### src/rtl/keypad_scanner.sv
// 4x4 matrix hex keypad scanner: walks the columns, debounces presses and
// releases, and emits exactly one key_in strobe per accepted keystroke.
module keypad_scanner #(
    parameter int SCAN_DIV = 1000,
    parameter int DEBOUNCE = 8
) (
    input  logic       clock,
    input  logic       reset,
    input  logic [3:0] row_in,
    output logic [3:0] col_out,
    output logic       key_in,
    output logic [3:0] key_val,
    output logic       key_down
);
    localparam int               DIV_W    = (SCAN_DIV > 1) ? $clog2(SCAN_DIV) : 1;
    localparam logic [DIV_W-1:0] DIV_LAST = DIV_W'(SCAN_DIV - 1);
    localparam logic [7:0]       DEB_N    = 8'(DEBOUNCE);

    typedef enum logic [1:0] {
        ST_SCAN    = 2'd0,
        ST_CONFIRM = 2'd1,
        ST_HELD    = 2'd2
    } state_t;

    function automatic logic [1:0] first_low_row(input logic [3:0] rows);
        if (!rows[0]) begin
            return 2'd0;
        end else if (!rows[1]) begin
            return 2'd1;
        end else if (!rows[2]) begin
            return 2'd2;
        end else begin
            return 2'd3;
        end
    endfunction

    function automatic logic [7:0] sat_inc(input logic [7:0] v);
        if (v >= DEB_N) begin
            return v;
        end else begin
            return v + 8'd1;
        end
    endfunction

    logic [3:0]       row_meta_r, row_sync_r;
    logic [DIV_W-1:0] div_r;
    logic [1:0]       col_r, col_nxt_s;
    logic [3:0]       col_out_r;
    state_t           state_r, state_nxt_s;
    logic [3:0]       cand_r, cand_nxt_s;
    logic [7:0]       cnt_r, cnt_nxt_s, rel_r, rel_nxt_s;
    logic             key_in_r, key_down_r, down_nxt_s;
    logic [3:0]       key_val_r, val_nxt_s;
    logic             tick_s, pressed_s, accept_s, strobe_s;
    logic [3:0]       code_s;

    assign tick_s    = (div_r == DIV_LAST);
    assign pressed_s = ~&row_sync_r;
    assign code_s    = {first_low_row(row_sync_r), col_r};

    // Two-flop synchronizer for the asynchronous keypad rows.
    always_ff @(posedge clock or negedge reset) begin
        if (!reset) begin
            row_meta_r <= 4'b1111;
            row_sync_r <= 4'b1111;
        end else begin
            row_meta_r <= row_in;
            row_sync_r <= row_meta_r;
        end
    end

    // Sample-tick divider.
    always_ff @(posedge clock or negedge reset) begin
        if (!reset) begin
            div_r <= {DIV_W{1'b0}};
        end else if (tick_s) begin
            div_r <= {DIV_W{1'b0}};
        end else begin
            div_r <= div_r + DIV_W'(1);
        end
    end

    // Next-state logic; a column only advances when no key is being tracked.
    always_comb begin
        state_nxt_s = state_r;
        col_nxt_s   = col_r;
        cand_nxt_s  = cand_r;
        cnt_nxt_s   = cnt_r;
        rel_nxt_s   = rel_r;
        val_nxt_s   = key_val_r;
        down_nxt_s  = key_down_r;
        accept_s    = 1'b0;
        strobe_s    = 1'b0;
        if (tick_s) begin
            case (state_r)
                ST_SCAN: begin
                    if (pressed_s) begin
                        cand_nxt_s = code_s;
                        cnt_nxt_s  = 8'd1;
                        if (DEB_N == 8'd1) begin
                            accept_s = 1'b1;
                        end else begin
                            state_nxt_s = ST_CONFIRM;
                        end
                    end else begin
                        col_nxt_s = col_r + 2'd1;
                    end
                end
                ST_CONFIRM: begin
                    if (pressed_s && (code_s == cand_r)) begin
                        cnt_nxt_s = sat_inc(cnt_r);
                        if (cnt_nxt_s == DEB_N) begin
                            accept_s = 1'b1;
                        end else begin
                            state_nxt_s = ST_CONFIRM;
                        end
                    end else begin
                        state_nxt_s = ST_SCAN;
                        col_nxt_s   = col_r + 2'd1;
                    end
                end
                ST_HELD: begin
                    if (pressed_s) begin
                        rel_nxt_s = 8'd0;
                    end else begin
                        rel_nxt_s = sat_inc(rel_r);
                        if (rel_nxt_s == DEB_N) begin
                            down_nxt_s  = 1'b0;
                            state_nxt_s = ST_SCAN;
                            col_nxt_s   = col_r + 2'd1;
                        end else begin
                            state_nxt_s = ST_HELD;
                        end
                    end
                end
                default: begin
                    state_nxt_s = ST_SCAN;
                end
            endcase
        end else begin
            accept_s = 1'b0;
        end
        if (accept_s) begin
            strobe_s    = 1'b1;
            val_nxt_s   = code_s;
            down_nxt_s  = 1'b1;
            rel_nxt_s   = 8'd0;
            state_nxt_s = ST_HELD;
        end else begin
            strobe_s = 1'b0;
        end
    end

    // State, counters and registered outputs.
    always_ff @(posedge clock or negedge reset) begin
        if (!reset) begin
            state_r    <= ST_SCAN;
            col_r      <= 2'd0;
            col_out_r  <= 4'b1110;
            cand_r     <= 4'h0;
            cnt_r      <= 8'd0;
            rel_r      <= 8'd0;
            key_in_r   <= 1'b0;
            key_val_r  <= 4'h0;
            key_down_r <= 1'b0;
        end else begin
            state_r    <= state_nxt_s;
            col_r      <= col_nxt_s;
            col_out_r  <= ~(4'b0001 << col_nxt_s);
            cand_r     <= cand_nxt_s;
            cnt_r      <= cnt_nxt_s;
            rel_r      <= rel_nxt_s;
            key_in_r   <= strobe_s;
            key_val_r  <= val_nxt_s;
            key_down_r <= down_nxt_s;
        end
    end

    assign col_out  = col_out_r;
    assign key_in   = key_in_r;
    assign key_val  = key_val_r;
    assign key_down = key_down_r;
endmodule

### config.mk
export PLATFORM = sky130hd
export DESIGN_NAME = keypad_scanner
export DESIGN_NICKNAME = d
export VERILOG_FILES = /design/src/rtl/keypad_scanner.sv
export SDC_FILE = /design/constraint.sdc
export NUM_CORES = 1
export LEC_CHECK = 0
export ABC_AREA = 0
export CAP_MARGIN = 15
export CORE_MARGIN = 8
export CORE_UTILIZATION = 40
export DETAILED_ROUTE_END_ITERATION = 10
export PLACE_DENSITY = 0.55
export SETUP_SLACK_MARGIN = 0.4
export SLEW_MARGIN = 20
export SYNTH_ARGS = -nofsm -noshare
export SYNTH_HDL_FRONTEND = slang
export SYNTH_SLANG_ARGS = --single-unit
### constraint.sdc
create_clock -name clock -period 3.5 [get_ports clock]
set_clock_uncertainty 0.2 [all_clocks]
set_input_delay 0.875 -clock clock [delete_from_list [all_inputs] [get_ports clock]]
set_output_delay 0.875 -clock clock [all_outputs]
set_load 0.02 [all_outputs]
---- After elaboration in Yosys (flattened, before gate mapping) ----
Cells that the tools add are included.
storage, ports and cells
  register bits ........................... 52
  output and inout port bits .............. 10
  RAM bits ................................ 0
  logic and storage cells ................. 89
  bits in latches ......................... 0
  bits in read-only memories .............. 0
  memories ................................ 0
  input bits .............................. 6
operators by class
  div/mod/pow operators ................... 0
  bitwise gates (word level) .............. 2
  reduce and logical (&&, ||, !) cells .... 14
  muxes and demuxes ....................... 43
  eq/ne operators ......................... 11
  add/sub/neg operators ................... 4
  shift operators ......................... 1
  multiply operators ...................... 0
  magnitude comparators ................... 2
operator list
  operator                                             count
  2-to-1 mux 8 bit                                     14
  2-to-1 mux 2 bit                                     14
  adder 8 x 1 -> 8 bit, second input constant          2
  equality test 8 x 4 -> 1 bit, second input constant  2
  >= comparator 8 x 4 -> 1 bit, second input constant  2
  one-hot mux 8 bit (2 select lines)                   1
  AND reduction 4 bit                                  4
  one-hot mux 2 bit (3 select lines)                   2
  2-to-1 mux 1 bit                                     11
  adder 10 x 1 -> 10 bit, second input constant        1
  equality test 10 bit, second input constant          1
  2-to-1 mux 10 bit                                    1
  nonzero test 2 bit                                   5
  inequality test 3 bit, second input constant         2
  equality test 4 bit                                  1
  inequality test 2 bit, second input constant         2
  inequality test 4 bit, second input constant         1
  NOT 4 bit                                            1
  << shifter 1 x 2 -> 4 bit, first input constant      1
  AND reduction 3 bit                                  1
  adder 2 x 1 -> 2 bit, second input constant          1
  equality test 2 x 1 -> 1 bit, second input constant  1
  equality test 2 bit, second input constant           1
  zero test 2 bit                                      1
  other kinds (4)                                      4

---- Depth between registers and ports, before layout ----
Gate-level depths: netlist of run 1.
  depth in word-level cells ............... 15
  depth in mapped cells ................... 7
  gate-level depth less buffers ........... 7

---- Least setup slack after synthesis of run 1 ----
Ideal clock, no wire load.
  path type ............................... register to register
  start ................................... register cnt_r[0]
  end ..................................... register rel_r[1]
  stages on the path, launching flop included .. 8
  data arrival time ....................... 2,169 ps
  library setup time ...................... 132 ps
  path slack .............................. 999 ps
  path through ............................ dfrtp_1 > inv_1 > ha_1 > or3b_1 > o2bb2a_4 > or4_1 > a211oi_2 > o22ai_1
on the way
  cells in the longest elaborated chain, start to end .. 12
RTL lines
  what                                                                         line    RTL
  from (decl)                                                                  51      logic [7:0] cnt_r, cnt_nxt_s, rel_r, rel_nxt_s;
  from (signal assigned)                                                       171     cnt_r <= cnt_nxt_s;
  adder 8 x 1 -> 8 bit / >= comparator 8 x 4 -> 1 bit (equally long branches)  41, 38
  2-to-1 mux 8 bit (*)                                                         38      if (v >= DEB_N) begin
  2-to-1 mux 8 bit (*)                                                         110     if (pressed_s && (code_s == cand_r)) begin
  2-to-1 mux 8 bit (*)                                                         95      case (state_r)
  2-to-1 mux 8 bit (*)                                                         94      if (tick_s) begin
  equality test 8 x 4 -> 1 bit (*)                                             112     if (cnt_nxt_s == DEB_N) begin
  2-to-1 mux 1 bit (*)                                                         112
  2-to-1 mux 1 bit (*)                                                         110
  2-to-1 mux 1 bit (*)                                                         95
  2-to-1 mux 1 bit (*)                                                         94
  nonzero test 2 bit (no source line)                                          --
  AND reduction 2 bit (no source line)                                         --
  to (signal assigned)                                                         172     rel_r <= rel_nxt_s;
  to (decl)                                                                    51
Mark *: on every way between the ends. The rest lies on a longest branch, timed or not. The select of a mux whose other input is x is not followed.
A chain may end at the register's enable or synchronous reset.

---- Worst setup path after layout of run 1 ----
Same ends and word-level chain as after synthesis.

==> results of run 1 <==
[worst min-delay path by stage]
stage	from	end	slack [ns]	cells after the start
final	row_meta_r[0]$_DFF_PN1_	row_sync_r[0]$_DFF_PN1_	0.16	0
after global placement	row_meta_r[3]$_DFF_PN1_	row_sync_r[3]$_DFF_PN1_	0.15	0
after floorplan	row_meta_r[0]$_DFF_PN1_	row_sync_r[0]$_DFF_PN1_	0.15	0
after detailed placement	row_meta_r[3]$_DFF_PN1_	row_sync_r[3]$_DFF_PN1_	0.15	0
after global routing	row_meta_r[0]$_DFF_PN1_	row_sync_r[0]$_DFF_PN1_	0.16	0
after CTS	row_meta_r[0]$_DFF_PN1_	row_sync_r[0]$_DFF_PN1_	0.16	0
[power groups by stage]
stage | sequential, mW | combinational (mW) | clock [mW]
2_1_floorplan | 0.623 | 0.00579 | 0
3_3_place_gp | 0.623 | 0.0250 | 0
3_5_place_dp | 0.623 | 0.0253 | 0
4_1_cts | 0.612 | 0.0252 | 0.377
5_1_grt | 0.612 | 0.0279 | 0.400
6_report | 0.612 | 0.0238 | 0.360
[cell usage in the layout (no fill, tap or decap), drive strengths merged, types with 5 or more instances in the layout]
| master | netlist | final |
|---|---|---|
| dfrtp | 41 | 41 |
| inv | 13 | 15 |
| clkdlybuf4s50 | 0 | 14 |
| nand2 | 12 | 12 |
| nor2 | 12 | 12 |
| nor3 | 11 | 11 |
| dfstp | 11 | 11 |
| o21ai | 9 | 9 |
| xnor2 | 8 | 8 |
| a21oi | 8 | 8 |
| nor2b | 7 | 7 |
| and2 | 7 | 7 |
| nand3 | 6 | 6 |
| ha | 5 | 5 |
| clkbuf | 2 | 5 |
| a211oi | 5 | 5 |
[kinds of logic after synthesis]
logic type / Yosys count / synth area share
xor+xnor: 11 / 0.0396
mux: 8 / 0.0396
fa+ha+maj: 5 / 0.0257
buf+inv: 16 / 0.0278
simple gates: 78 / 0.198
compound gates: 40 / 0.129
flops: 52 / 0.540
[per-stage QoR]
| step | instance area (um^2) | hold slack, ns | cells |
|---|---|---|---|
| 6_report | 2760 | 0.161 | 307 |
| 5_1_grt | 2760 | 0.164 | 307 |
| 4_1_cts | 2760 | 0.163 | 307 |
| 3_5_place_dp | 2670 | 0.147 | 299 |
| 3_3_place_gp | 2670 | 0.146 | 299 |
| 2_1_floorplan | 2430 | 0.145 | 210 |
[sequential cells by signal (all words and copies together), names as in the netlist]
name	flops
col_r	2
key_in	1
cand_r	4
key_val	4
row_sync_r	4
rel_r	8
col_out	4
cnt_r	8
key_down	1
row_meta_r	4
div_r	10
state_r	2
[worst max-delay path: cells and delay by family, from the launching register on]
| kind | cells | cell delay (ns) |
|---|---|---|
| AO/OA/AOI/OAI | 3 | 0.64 |
| adder cells (fa/ha/maj) | 1 | 0.32 |
| buffers and inverters | 1 | 0.08 |
| flip-flops | 1 | 0.42 |
| AND/OR/NAND/NOR | 2 | 0.90 |
[routing by layer]
metal  GRT usage  share of wire  up-vias
li1            -              -      792
met1       0.139           0.49      749
met2       0.176           0.47       17
met3      0.0272          0.029        4
met4      0.0396          0.013        0
met5           0              0        -
[cell type report]
type	count	area (um^2)
clock buffers	5	68.8
clock inverters	3	26.3
fillers	544	3120
inverters	13	48.8
multi-input cells	142	1050
flip-flops and latches	52	1320
well taps	75	93.8
repair buffers	17	160
==> results.toml, run 1 <==
[clock_network]
clk_pin_slew_ns = 0.10
cts_setup_buffers = 0
clock-sinks = 52
clk_path_buf_depth = 2
cts_hold_buf = 0
cts_max_level = 2
cts_resized = 0
insertion_delay_ns = 0.31
root_buffer = "clkbuf_8"
numCtsBuffers = 5
cts_tree = "built"

[detailed_routing]
num_vias = 1562
final_antenna_net_count = 0
via_per_inst = 5.09
wl_per_cell_um = 14.3
drc_errors = 0
drt_wl_total_mm = 4.38
drtIter0Drc = 37
drtPass1Iterations = 4

[run_status]
status = "complete, no violations"

[yosys]
yosysUniqueCellTypes = 49
ys_seq_elements = 52
ys_seq_area_frac = 0.540
async_flop_share = 1.00
yosysMostFrequentCell = "dfrtp_1"
ys_warn_count = 0
syn-cell-area_um2 = 2430
synth_edf_count = 0
synth_top_cells_by_count = "41 x dfrtp_1, 13 x inv_1, 12 x nand2_1"
synth_top_area_cell = "dfrtp_1"
synthFlopType = "dfrtp_1"
synth_top_area_share = 0.422
synth_nets = 221
syn_avg_cell_area_um2 = 11.6
netlist_instances = 210
synth_area_leaders = "dfrtp_1 42%, dfstp_2 12%, xnor2_1 2.9%, ha_1 2.6%, nor3_1 2.3%"

[timing]
timing.final.crit_share = 0.761
worstMarginPinSlew_ns = 0.638
setup_viol = 0
max_freq_mhz = 375
layout_setup_ws_ns = 0.836
rsz0062_at_grt = "no"
slew_viol_final = 0
fin_setup_tns_ns = 0
fin_crit_ns = 2.66
hold_violations = 0
maxSlewHeadroom = 0.575

[power]
pwr-share-seq = 0.615
power.internal_uw = 764
cellPowerDensity_nw_per_um2 = 360
comb_power_share = 0.024
p_leak_nw = 1.19
switchingPower_uw = 231
sw_frac_of_total = 0.232
power.total_uw = 995
ir_drop_mv = 0.196
clockPowerShare = 0.361

[finish]
final_util = 0.470
syn_to_final_growth_pct = 13.6
antennaDiodeCount = 0
nets = 242
drive_gt1_frac = 0.159

[die]
row_count = 28
start_util = 0.413
coreArea_um2 = 5890
dieWidth_um = 94
dieArea_um2 = 8840
ios = 16
die_h_um = 94

[job]
maxCapViolations = 0

[critical_path]
r2r_end = "rel_r[1]$_DFFE_PN0P_"
startpoint_type = "register"
cp.required_ns = 3.49
rrSetupSlack_ns = 0.84
critPathArrivalTime_ns = 2.65
cp_max_fo = 5
cp_slowest_cell = "or4_1"
max_stage_delay_ns = 0.53
worstSetupStartpoint = "cnt_r[0]$_DFFE_PN0P_"
r2r-start = "cnt_r[0]$_DFFE_PN0P_"
r2r_cells = 7
end_kind = "register"
cp-endpoint = "rel_r[1]$_DFFE_PN0P_"
cp_cell_sequence = "inv_1 > ha_1 > or3b_1 > o2bb2a_4 > or4_1 > a211oi_2 > o22ai_1"
path_class = "register to register"

[place]
port_buffers = 15
pre_cts_slack_ns = 0.847
gp_congestion = 0.733
place_hpwl_mm = 3.07

[grt]
antenna_found_initial = 0
grt_pass1_vias = 1590
grt_overflow_total = 0
track_usage = 0.110
grt_max_degree = 53
grt_pass1_wl_mm = 7.73

[min_path]
holdCritPathClass = "register to register"
Note: power is estimated with default switching activity, not from simulation.
==> inputs of run 2 (changes only) <==
Clock period 3.5 ns to 2.7 ns, I/O delays scaled along.
==> run 2 against run 1 <==
Net effect:
- non-clock buffer count increased by 23
- via count increased by 6.3%
- setup slack got worse by 0.53 ns
- flip-flop and latch count unchanged
- largest power group unchanged
- utilization increased by 4.4 points
- critical path type unchanged
- sequential power increased by 30%
- first-iteration DRC count increased by 22%
==> results.toml, run 2 (synthesized netlist as in run 1, its figures left out) <==
[power]
pwr-share-seq = 0.636
switchingPower_uw = 264
power.total_mw = 1.25
p_leak_nw = 1.29
sw_frac_of_total = 0.212
clockPowerShare = 0.338
comb_power_share = 0.027
cellPowerDensity_nw_per_um2 = 413
power.internal_uw = 983
ir_drop_mv = 0.297

[grt]
grt_max_degree = 53
antenna_found_initial = 0
grt_overflow_total = 0
grt_pass1_vias = 1750
grt_pass1_wl_mm = 8.34
track_usage = 0.119

[timing]
fin_setup_tns_ns = 0
setup_viol = 0
holdWs_ns = 0.158
rsz0062_at_grt = "yes"
slew_viol_final = 0
fin_crit_ns = 2.40
maxSlewHeadroom = 0.574
max_freq_mhz = 417
hold_violations = 0
worstMarginPinSlew_ns = 0.639
timing.final.crit_share = 0.887
layout_setup_ws_ns = 0.304

[critical_path]
r2r-start = "div_r[4]$_DFF_PN0_"
r2r_cells = 5
startpoint_type = "register"
end_kind = "register"
rrSetupSlack_ns = 0.30
r2r_end = "key_val[1]$_DFFE_PN0N_"
critPathArrivalTime_ns = 2.38
cp_max_fo = 6
cp.required_ns = 2.68
worstSetupStartpoint = "div_r[4]$_DFF_PN0_"
cp-endpoint = "key_val[1]$_DFFE_PN0N_"
path_class = "register to register"

[finish]
regMostFlops = "div_r"
nets = 265
antennaDiodeCount = 0
final_cell_mix = "41 x dfrtp_1, 23 x buf_4"
final_common_cell = "dfrtp_1"
fin_cells = 330
final_util = 0.514
final.fill_count = 550
reg_top3 = "div_r (10), cnt_r (8), rel_r (8)"
syn_to_final_growth_pct = 24.3
drive_gt1_frac = 0.290
largest_reg_flops = 10
final_cell_area_um2 = 3020

[job]
maxCapViolations = 0

[place]
gp_congestion = 0.742
place_hpwl_mm = 3.30
port_buffers = 15
dpl_cell_area_um2 = 2750
dp.cells = 308
pre_cts_slack_ns = 0.143

[clock_network]
clock-sinks = 52
clk_path_buf_depth = 2
clk_pin_slew_ns = 0.10
insertion_delay_ns = 0.31
cts_max_level = 2
numCtsBuffers = 5
root_buffer = "clkbuf_8"
cts_tree = "built"

[detailed_routing]
final_antenna_net_count = 0
drtIter0Drc = 45
wl_per_cell_um = 14.5
num_vias = 1661
drtPass1Iterations = 4
drc_errors = 0
drt_wl_total_mm = 4.79
via_per_inst = 5.03

[die]
dieWidth_um = 94
start_util = 0.413
row_count = 28
coreArea_um2 = 5890
die_h_um = 94
dieArea_um2 = 8840
ios = 16

[min_path]
holdCritPathClass = "register to register"
whs_path_depth = 0

[run_status]
status = "complete, no violations"
[run 2: changes by cell type in the layout (fill, tap and decap cells not counted), sizes merged]
cell	delta
clkdlybuf4s50	-3
inv	-2
dlygate4sd2	+1
dlymetal6s2s	+2
clkbuf	+2
buf	+23
[run 2: area by class of cell]
class / instances / area, um^2 / area share
Clock buffer: 7 / 76.3 / 0.0252
Clock inverter: 1 / 5.00 / 0.00165
Inverter: 13 / 48.8 / 0.0161
Multi-Input combinational cell: 142 / 1140 / 0.377
Sequential cell: 52 / 1320 / 0.435
Tap cell: 75 / 93.8 / 0.0310
Timing Repair Buffer: 40 / 344 / 0.114
[run 2: worst max-delay path: stages (launching register included)]
cell	delay [ns]
dfrtp_1	0.39
or3b_4	0.43
nor4_4	0.18
or4b_4	0.57
nor2_8	0.18
mux2_4	0.31
[run 2: repair_timing]
item | CTS | global route
buffers inserted | 12 | 2
pin swaps | 13 | 5
hold buffers | 0 | 0
setup endpoints to repair | 24 | 26
resized for setup | 12 | 10
[run 2: worst min path at each step]
stage,startpoint,endpoint
global route,row_meta_r[1]$_DFF_PN1_,row_sync_r[1]$_DFF_PN1_
CTS,row_meta_r[3]$_DFF_PN1_,row_sync_r[3]$_DFF_PN1_
finish,row_meta_r[3]$_DFF_PN1_,row_sync_r[3]$_DFF_PN1_
floorplan,row_meta_r[0]$_DFF_PN1_,row_sync_r[0]$_DFF_PN1_
global placement,row_meta_r[0]$_DFF_PN1_,row_sync_r[0]$_DFF_PN1_
detailed placement,row_meta_r[3]$_DFF_PN1_,row_sync_r[3]$_DFF_PN1_
[run 2: power groups by stage]
| stage | Clock [mW] | Sequential (mW) | Combinational, mW |
|---|---|---|---|
| 4_1_cts | 0.439 | 0.793 | 0.0348 |
| 2_1_floorplan | 0 | 0.807 | 0.00766 |
| 3_3_place_gp | 0 | 0.808 | 0.0342 |
| 5_1_grt | 0.468 | 0.794 | 0.0393 |
| 3_5_place_dp | 0 | 0.808 | 0.0342 |
| 6_report | 0.421 | 0.793 | 0.0333 |
[run 2: metal layers]
metal	wire (um)	vias up	track usage	share of wire
li1	-	832	-	-
met1	2260	803	0.146	0.47
met2	2320	20	0.199	0.48
met3	142	6	0.0264	0.030
met4	65	0	0.0396	0.014
met5	0	-	0	0
==> inputs of run 3 (changes only) <==
Settings changed: RECOVER_POWER from default to 50.
==> run 3 against run 2 <==
Net effect:
- critical path depth unchanged
- global-route usage unchanged
- flip-flop and latch count unchanged
- setup slack better by 0.00067 ns
- via count down 0.36%
==> results.toml, run 3 (synthesized netlist as in run 1, its figures left out) <==
[job]
maxCapViolations = 0

[critical_path]
cp_max_fo = 6
startpoint_type = "register"
end_kind = "register"
cp_slowest_cell = "or4b_4"
path_delay_family = "simple AND/OR/NAND/NOR gates"
cp_cell_sequence = "or3b_4 > nor4_4 > or4b_4 > nor2_8 > mux2_4"
path_class = "register to register"
rrSetupSlack_ns = 0.30
path_buf_inv = 0
critPathArrivalTime_ns = 2.38
max_stage_delay_ns = 0.57
cp.required_ns = 2.68

[timing]
layout_setup_ws_ns = 0.305
maxSlewHeadroom = 0.171
max_freq_mhz = 418
rsz0062_at_grt = "yes"
holdWs_ns = 0.158
fin_crit_ns = 2.40
worstMarginPinSlew_ns = 1.24
setup_viol = 0
slew_viol_final = 0
fin_setup_tns_ns = 0
hold_violations = 0
timing.final.crit_share = 0.887

[finish]
final.fill_count = 550
nets = 265
reg_top3 = "div_r (10), cnt_r (8), rel_r (8)"
regMostFlops = "div_r"
syn_to_final_growth_pct = 23.7
final_cell_mix = "41 x dfrtp_1, 22 x buf_4, 11 x inv_1, 11 x nand2_1, 11 x dfstp_2"
largest_reg_flops = 10
final_cell_area_um2 = 3010
final_common_cell = "dfrtp_1"
antennaDiodeCount = 0
drive_gt1_frac = 0.286

[grt]
grt_use_met3 = 0.0264
antenna_found_initial = 0
met1_usage = 0.146
grt_pass1_wl_mm = 8.34
met2_usage = 0.199
busiest_layer = "met2"
grt_overflow_total = 0
track_usage = 0.119
grt_max_degree = 53
grt_pass1_vias = 1750

[detailed_routing]
drt_wl_total_mm = 4.77
wl_per_cell_um = 14.4
via_per_inst = 5.02
drc_errors = 0
final_antenna_net_count = 0
num_vias = 1655
drtIter0Drc = 41
drtPass1Iterations = 4

[die]
coreArea_um2 = 5890
start_util = 0.413
die_h_um = 94
dieArea_um2 = 8840
row_count = 28
ios = 16
dieWidth_um = 94

[place]
dpl_cell_area_um2 = 2750
place_hpwl_mm = 3.30
port_buffers = 15
pre_cts_slack_ns = 0.143
gp_congestion = 0.742

[clock_network]
clk_pin_slew_ns = 0.10
cts_max_level = 2
root_buffer = "clkbuf_8"
insertion_delay_ns = 0.31
cts_tree = "built"
numCtsBuffers = 5
clock-sinks = 52
clk_path_buf_depth = 2

[power]
cellPowerDensity_nw_per_um2 = 413
p_leak_nw = 1.29
ir_drop_mv = 0.297

[min_path]
holdCritPathClass = "register to register"

[run_status]
status = "complete, no violations"
## run 3: cell count changes in the layout (fill, tap and decap cells not counted)
cell             previous run  this run
buf_4                      23        22
clkbuf_2                    0         1
clkdlybuf4s50_1            11         7
dlygate4sd3_1               0         4
ha_1                        3         4
ha_4                        2         1
## run 3: final cells by class
| type | count | area (um^2) | share of cell area |
|---|---|---|---|
| sequential | 52 | 1320 | 0.437 |
| multi-input combinational | 142 | 1130 | 0.375 |
| timing repair buffer | 40 | 342 | 0.114 |
| tap | 75 | 93.8 | 0.0312 |
| clock buffer | 7 | 76.3 | 0.0254 |
| inverter | 13 | 48.8 | 0.0162 |
| clock inverter | 1 | 5.00 | 0.00166 |
## run 3: per-layer routing
metal	vias to the layer above	share of wire
li1	833	-
met4	0	0.014
met3	6	0.027
met2	19	0.49
met5	-	0
met1	797	0.47
## run 3: power by group
part	total, mW	switching [mW]	leakage, nW	internal, mW
Combinational	0.0316	0.0216	0.573	0.00995
Clock	0.419	0.237	0.0422	0.182
Sequential	0.793	0.00358	0.674	0.789
## run 3: worst paths after layout
path,startpoint,endpoint,cells after the start
max,div_r[4]$_DFF_PN0_,key_val[1]$_DFFE_PN0N_,5
min,row_meta_r[3]$_DFF_PN1_,row_sync_r[3]$_DFF_PN1_,0
min reg2reg,row_meta_r[3]$_DFF_PN1_,row_sync_r[3]$_DFF_PN1_,0
max in group asynchronous,reset,key_val[0]$_DFFE_PN0N_,2
min in group asynchronous,reset,rel_r[5]$_DFFE_PN0P_,2
max reg2reg,div_r[4]$_DFF_PN0_,key_val[1]$_DFFE_PN0N_,5
## run 3: repair_timing
action	4_1_cts	5_1_grt
hold buffers	0	0
resized for setup	12	10
setup endpoints to repair	24	26
buffers inserted	12	2
pin swaps	13	5
## run 3: stage by stage
stage	util	std cells	total power, mW
floorplan	-	210	0.815
global placement	0.466	308	0.842
detailed placement	0.466	308	0.842
CTS	0.503	328	1.27
global route	0.511	330	1.30
finish	0.511	330	1.24
==> patch, RTL diff (config.mk and constraints of run 1) <==
Change the parameter `SCAN_DIV` from 1000 to 2000.
--- a/src/rtl/keypad_scanner.sv
+++ b/src/rtl/keypad_scanner.sv
@@ -2,5 +2,5 @@
 // releases, and emits exactly one key_in strobe per accepted keystroke.
 module keypad_scanner #(
-    parameter int SCAN_DIV = 1000,
+    parameter int SCAN_DIV = 2000,
     parameter int DEBOUNCE = 8
 ) (
Function: no difference found for any inputs over 10 cycles, from zero or initial values and one cycle with reset low; that may be too few to reach the edited logic, so the function may still have changed.
==> patch against run 1 <==
  * Sequential cell count grew 1
  * Power grew 8.1%
  * Area after synthesis down 3.4%
  * Clock power grew 19%
  * Via count about the same
  * Worst setup slack worse by 0.14 ns
  * Largest power group unchanged
  * Final area down 2.2%
  * Routed wire length down 4.4%
  * Critical path type unchanged
  * Highest routed layer unchanged
==> patch: results (changes against run 1) <==
- Leakage power: 1.19 nW (about the same)
- Global-route wire length before repair: 7370 um (was 7730 um)
- Hold Path Sink: row_sync_r[3] (was row_sync_r[0])
- Arr. time, crit path: 2.80 ns (was 2.65 ns)
- Sw frac: 19.9% (was 23.2%)
- Total GRT Usage: 10.7% (was 11.0%)
- DR WL/cell: 13.8 um (was 14.3 um)
- FFs & Latches: 53 (was 52)
- Hpwl dp: 3000 um (was 3070 um)
- Vias in the first global route: 1577 (was 1590)
- Share of cells above drive strength 1: 16.6% (was 15.9%)
- Routed WL: 4190 um (was 4380 um)
- Syn Inst Count: 208 (was 210)
- Ys Warns: 0 (unchanged)
- Biggest regs: div_r x11, cnt_r x8, rel_r x8 (was div_r x10, cnt_r x8, rel_r x8)
- Cell count of the worst hold path: 0 (unchanged)
- Nets: 239 (was 242)
- Post-Syn Nets: 219 (was 221)
- Via/cell ratio: 5.13 (was 5.09)
- List of most frequent post-synthesis cells: dfrtp_1, nand2_1, nor2_1, nor3_1, dfstp_2 (was dfrtp_1, inv_1, nand2_1)
- Multi-input gates: 143 (was 142)
- Fraction of synthesized area in multiplexers: 2.29% (was 3.96%)
- Final worst setup slack: 0.695 ns (was 0.836 ns)
- Sequential share of cell area: 49.6% (was 47.6%)
- Sw power: 0.214 mW (was 0.231 mW)
- Slew of the pin with the lowest slew margin: 0.682 ns (was 0.638 ns)
- Repair and plain buffers: 18 (was 17)
- Pre-antenna DRT Iters: 4 (unchanged)
- CLK BUF: 6 (was 5)
- VDD IR max: 0.228 mV (was 0.196 mV)
- RR Endpoint: rel_r[4] (was rel_r[1])
- Setup repair bufs after CTS: 0 (unchanged)
- Cell variety after synth: 50 (was 49)
- Final GP Congestion: 0.747 (was 0.733)
- Pin count of the biggest net entering global routing: 29 (was 53)
- Sequential power share: 58.0% (was 61.5%)
- Most area-consuming cells after synthesis: dfrtp_1, dfstp_2, nand2_1 (was dfrtp_1, dfstp_2, xnor2_1)
- Signal buf overhead: 6.20% (was 5.79%)
- Power Density: 398 nW/um^2 (was 360 nW/um^2)
- Initial antenna violation count: 0 (unchanged)
- Clock power frac: 39.8% (was 36.1%)
- Final clock-cell share: 4.44% (was 3.44%)
- Fill count: 594 (was 544)
- Logic inverters: 7 (was 13)
- Hold_ws: 0.158 ns (was 0.161 ns)
- Post-synthesis xor/xnor area fraction: 3.73% (was 3.96%)
- RR Startpoint: div_r[0] (was cnt_r[0])
- Setup WS pre-CTS: 0.713 ns (was 0.847 ns)
- Multi-input combinational area share: 35.3% (was 38.0%)
- Compound-Gate Fraction of Synth Area: 10.4% (was 12.9%)
- Placed insts: 296 (was 299)
- CTS Buf Count: 5 (unchanged)
- Outcome: complete, no violations (unchanged)
- Adder-cell share of the synthesized area: 2.66% (was 2.57%)
- Starting DRT DRC Count: 74 (was 37)
- Hold Startpoint: row_meta_r[3] (was row_meta_r[0])
- Register area share after synthesis: 57.0% (was 54.0%)
- Post-placement cell area: 2580 sq um (was 2670 sq um)
-- patch: cell count changes after synthesis, moves of 3 or more --
| cell | run 1 | this run |
|---|---|---|
| o21ai_0 | 6 | 10 |
| o21a_1 | 0 | 3 |
| xor2_1 | 3 | 6 |
| nor2b_1 | 7 | 2 |
| mux2_4 | 3 | 0 |
| o21ai_1 | 3 | 0 |
| o211ai_1 | 4 | 0 |
| inv_1 | 13 | 7 |
| o211a_1 | 3 | 0 |
| xnor2_1 | 8 | 4 |
| nand2_1 | 12 | 21 |
| nand2b_1 | 0 | 3 |
-- patch: layer usage --
| metal | global-route usage (%) | share of wire (%) |
|---|---|---|
| met1 | 13.2 | 49 |
| met2 | 17.3 | 47 |
| met3 | 3.16 | 2.9 |
| met4 | 4.03 | 1.4 |
| met5 | 0 | 0 |
-- patch: worst max-delay path, cell delays in order, from the launching register on --
cell	delay, ns
dfrtp_1	0.42
ha_1	0.28
nand3_1	0.22
nor4_4	0.33
or4b_4	0.55
o31ai_4	0.36
nand2_1	0.15
and2_1	0.19
